File: config.mk
export PLATFORM = sky130hd
export DESIGN_NAME = sum_acc
export DESIGN_NICKNAME = d
export VERILOG_FILES = /design/src/rtl/sum_acc_pkg.sv /design/src/rtl/sum_acc_ctrl.sv /design/src/rtl/sum_acc.sv
export SDC_FILE = /design/constraint.sdc
export NUM_CORES = 1
export LEC_CHECK = 0
export CORE_MARGIN = 10
export CORE_UTILIZATION = 30
export DETAILED_ROUTE_END_ITERATION = 10
export GPL_TIMING_DRIVEN = 0
export SLEW_MARGIN = 20
export SYNTH_ARGS = -nofsm -noshare
export SYNTH_HDL_FRONTEND = slang
export SYNTH_SLANG_ARGS = --single-unit
File: constraint.sdc
create_clock -name clk -period 2.55 [get_ports clk]
set_input_delay 0.3825 -clock clk [delete_from_list [all_inputs] [get_ports clk]]
set_output_delay 0.3825 -clock clk [all_outputs]
set_load 0.05 [all_outputs]
File: src/rtl/sum_acc_pkg.sv
// sum_acc shared types and default sizing.
// FSM state encoding and datapath widths for the burst accumulator.
package sum_acc_pkg;

    typedef enum logic {
        ACCUM = 1'b0,
        HOLD  = 1'b1
    } state_t;

    localparam int DATA_W = 6;
    localparam int COUNT  = 8;
    localparam int ACC_W  = 8;

endpackage

File: src/rtl/sum_acc_ctrl.sv
// sum_acc control: burst FSM and result counter.
// Produces the handshakes and the accept/load/done strobes for the datapath.
module sum_acc_ctrl #(
    parameter int COUNT = sum_acc_pkg::COUNT
) (
    input  logic clk,
    input  logic rst,
    input  logic clear,
    input  logic in_valid,
    input  logic out_ready,
    output logic in_ready,
    output logic out_valid,
    output logic accept,
    output logic load,
    output logic done
);
    import sum_acc_pkg::*;

    localparam int CNT_W = $clog2(COUNT);

    state_t state;
    state_t state_nxt;
    logic [CNT_W-1:0] cnt;
    logic at_last;

    assign at_last = (cnt == CNT_W'(COUNT - 1));

    // State register
    always_ff @(posedge clk or posedge rst) begin
        if (rst) begin
            state <= ACCUM;
        end else begin
            state <= state_nxt;
        end
    end

    // Next-state: clear always returns to ACCUM
    always_comb begin
        state_nxt = state;
        if (clear) begin
            state_nxt = ACCUM;
        end else begin
            unique case (state)
                ACCUM: if (load) state_nxt = HOLD;
                HOLD:  if (out_ready) state_nxt = ACCUM;
                default: state_nxt = ACCUM;
            endcase
        end
    end

    // Handshake outputs and datapath strobes
    always_comb begin
        in_ready  = (state == ACCUM) && !clear;
        out_valid = (state == HOLD);
        accept    = in_ready && in_valid;
        load      = accept && at_last;
        done      = (state == HOLD) && out_ready && !clear;
    end

    // Burst counter: counts accepts, wraps on the final one
    always_ff @(posedge clk or posedge rst) begin
        if (rst) begin
            cnt <= '0;
        end else if (clear) begin
            cnt <= '0;
        end else if (accept) begin
            cnt <= at_last ? '0 : cnt + 1'b1;
        end
    end

endmodule

File: src/rtl/sum_acc.sv
// sum_acc: sums bursts of COUNT adder results into an ACC_W total.
// Datapath (accumulator, sticky carry, output registers) lives here.
module sum_acc #(
    parameter int DATA_W = sum_acc_pkg::DATA_W,
    parameter int COUNT  = sum_acc_pkg::COUNT,
    parameter int ACC_W  = sum_acc_pkg::ACC_W
) (
    input  logic              clk,
    input  logic              rst,
    input  logic              clear,
    input  logic              in_valid,
    output logic              in_ready,
    input  logic [DATA_W-1:0] in_data,
    output logic              out_valid,
    input  logic              out_ready,
    output logic [ACC_W-1:0]  out_sum,
    output logic              out_ovf
);
    import sum_acc_pkg::*;

    localparam int EXT_W = ACC_W + 1;

    logic             accept;
    logic             load;
    logic             done;
    logic [ACC_W-1:0] acc;
    logic             ovf;
    logic [EXT_W-1:0] sum_ext;

    sum_acc_ctrl #(
        .COUNT(COUNT)
    ) u_ctrl (
        .clk      (clk),
        .rst      (rst),
        .clear    (clear),
        .in_valid (in_valid),
        .out_ready(out_ready),
        .in_ready (in_ready),
        .out_valid(out_valid),
        .accept   (accept),
        .load     (load),
        .done     (done)
    );

    // One extra bit so the carry out of ACC_W is visible
    assign sum_ext = {1'b0, acc} + EXT_W'(in_data);

    // Running total and sticky wrap flag for the current burst
    always_ff @(posedge clk or posedge rst) begin
        if (rst) begin
            acc <= '0;
            ovf <= 1'b0;
        end else if (clear || done) begin
            acc <= '0;
            ovf <= 1'b0;
        end else if (accept) begin
            acc <= sum_ext[ACC_W-1:0];
            ovf <= ovf | sum_ext[ACC_W];
        end
    end

    // Capture the burst total on the final accept; held through HOLD
    always_ff @(posedge clk or posedge rst) begin
        if (rst) begin
            out_sum <= '0;
            out_ovf <= 1'b0;
        end else if (load) begin
            out_sum <= sum_ext[ACC_W-1:0];
            out_ovf <= ovf | sum_ext[ACC_W];
        end
    end

endmodule

==> results.yml <==
sta:
  period_share_pct: 89.9
  finalClockSkew_ns: 0.00430
  slew_violations: 0
  max_freq_mhz: 436
  finalHoldViolCount: 0
  worstMarginPinSlew_ns: 0.859
  rsz0062_at_grt: "no"
  slew-limit-headroom_pct: 42.6
  setup_viol: 0
  min_period_ns: 2.29
final_layout:
  final_cells: 186
  area_growth_syn_to_layout_pct: 25.2
  num_antenna_cells: 0
  fin_util_pct: 39.7
  drive_gt1_share_pct: 8.70
  finalNetCount: 160
  fillCellCount: 369
  stdcell_area_um2: 1500
setup_path:
  rr_endpoint: "ovf"
  cp_num_buf_inv: 2
  crit_family: "compound AO/OA/AOI/OAI gates"
  r2r_cells: 8
  cp-end-kind: "flop"
  critical_path_cell_count: 9
  r2r_start: "acc[0]"
  cp.required_ns: 2.70
  critPathKind: "in -> reg"
  cpMaxStageDelayCell: "clkdlybuf4s50_1"
  crit_arrival_ns: 2.44
  r2r_slack_ns: 0.50
  path_cells: "clkdlybuf4s50_1, ha_1, inv_1, fa_1, nor2b_1, o31a_1, o21a_1, nor2_1, o41ai_1"
  slowest_delay_ns: 0.47
  startpoint_type: "input pin"
  worstPathMaxFanout: 3
global_routing:
  grtUsageTotal_pct: 7.60
  grt_pass1_wl_mm: 4.52
  grt_pass1_vias: 997
  grt_max_degree: 23
  gr-total-overflow: 0
  antenna_found_initial: 0
clock_tree:
  clk_path_buf_depth: 2
  cts_resized: 0
  cts_setup_buffers: 0
  h-tree-depth: 1
  cts_tree: "yes"
  numCtsBuffers: 3
  clock_latency_ns: 0.26
  clkSinkCount: 22
  ctsHoldBuffers: 0
  clk_pin_slew_ns: 0.07
  root_buffer: "clkbuf_8"
flow_run:
  max_cap_violations: 0
detailed_routing:
  routed_via_density: 4.95
  ant_nets: 0
  first_pass_iters: 4
  drt_wl_total_mm: 2.65
  wl_per_cell_um: 14.2
  drt_iter0_drc: 49
  route.detailed.drc: 0
  via_count: 920
synthesis:
  yosys-top-cells-area: "dfrtp_1 46%, ha_1 8.4%, nand2_1 4.7%"
  synth_edf_count: 0
  synth_top_cell_by_area: "dfrtp_1"
  synth_cells: 115
  synth_seq_cells: 22
  synth_area_per_cell_um2: 10.4
  ys_warn_count: 0
  synthFlopType: "dfrtp_1"
  synth_top_area_share_pct: 46.0
  syn_area_um2: 1200
  yosysMostFrequentCell: "dfrtp_1"
  seq_area_frac_synth_pct: 46.0
  synth_common_cells: "22 x dfrtp_1, 15 x nand2_1, 10 x o21ai_0"
  synth-async-reset-ratio_pct: 100
  synth_nets: 135
  ys_types: 32
floorplanning:
  die_area_um2: 6920
  pin_count: 22
  die-height_um: 83.2
  die_w_um: 83.2
  fp.coreArea_um2: 3770
  initial_core_util_pct: 31.8
  rows: 22
hold_path:
  hp-start: "clear"
  hold_end: "u_ctrl.out_valid"
  hold_depth: 2
  holdCritPathClass: "in -> reg"
placement:
  dp_cells: 183
  portBuffers: 20
  dpl_cell_area_um2: 1460
  finalWeightedCongestion: 0.792
  hpwl_mm: 2.04
power:
  total_power_mw: 0.743
  pwr_density_cell_nw_per_um2: 495
  leakagePower_nw: 0.682
  ir_drop_v: 0.000269
outcome:
  status: "complete, no violations"
## state kept, by name (all words and copies together) (netlist names)
name	count
out_sum	8
acc	8
out_ovf	1
u_ctrl.out_valid	1
ovf	1
u_ctrl.cnt	3
## area by class of cell
| class | count | area [um^2] | area share [%] |
|---|---|---|---|
| plain buffers | 3 | 33.8 | 2.25 |
| clock buffers | 3 | 41.3 | 2.75 |
| inverters | 6 | 22.5 | 1.50 |
| multi-input cells | 84 | 591 | 39.4 |
| flip-flops and latches | 22 | 551 | 36.7 |
| well taps | 48 | 60.1 | 4.01 |
| repair buffers | 20 | 200 | 13.4 |
## worst max-delay path by stage
stage	startpoint	to	slack (ns)
global route	in_data[0]	ovf	0.16
floorplan	in_data[0]	ovf	0.71
detailed placement	in_data[0]	ovf	-0.02
global placement	in_data[0]	ovf	0.06
CTS	in_data[0]	ovf	0.26
finish	in_data[0]	ovf	0.26
## layer usage
layer | part of all wire [%] | GRT usage, % | up-vias
met3 | 6.8 | 3.03 | 4
li1 | - | - | 451
met4 | 0.64 | 2.31 | 0
met1 | 41 | 8.39 | 443
met5 | 0 | 0 | -
met2 | 51 | 13.0 | 22
## report_power, final
part / internal (mW) / switching (mW)
clock: 0.105 / 0.109
sequential: 0.364 / 0.0115
combinational: 0.0700 / 0.0832
total: 0.539 / 0.203
## per-stage QoR
step	TNS [ns]	hold slack, ns	setup slack (ns)
final	0	0.315	0.258
after global routing	0	0.314	0.160
after CTS	0	0.313	0.259
after detailed placement	-0.0202	0.473	-0.0202
after global placement	0	0.462	0.0633
after floorplan	0	0.372	0.714
## cell usage in the layout, fill, tap and decap left out, drive strengths merged
cell type	Yosys	routed
clkdlybuf4s50	0	20
mux2	4	4
nand3b	1	1
nor3	2	2
xnor2	2	2
a21oi	8	8
nor2b	2	2
o21ai	10	10
o41ai	1	1
inv	6	6
clkbuf	0	3
xor2	2	2
nand2b	2	2
o21a	2	2
o311ai	1	1
a21boi	1	1
dfrtp	22	22
a22o	4	4
mux2i	2	2
buf	3	3
and2	1	1
a31oi	1	1
nor2	6	6
o211ai	1	1
ha	8	8
a211oi	1	1
or3	1	1
a21o	1	1
o31a	1	1
o31ai	2	2
fa	1	1
nand2	16	16
## cells by family after synthesis
logic type	Yosys count	share of synthesized area (%)
adders and majority gates	9	10.0
xor gates and xnor gates	4	2.93
and+or+nand+nor	31	12.7
muxes	6	5.43
DFF	22	46.0
AOI/OAI and AO/OA	34	18.2
buffers and inverters	9	4.70
Note: power is estimated with default switching activity, not from simulation.
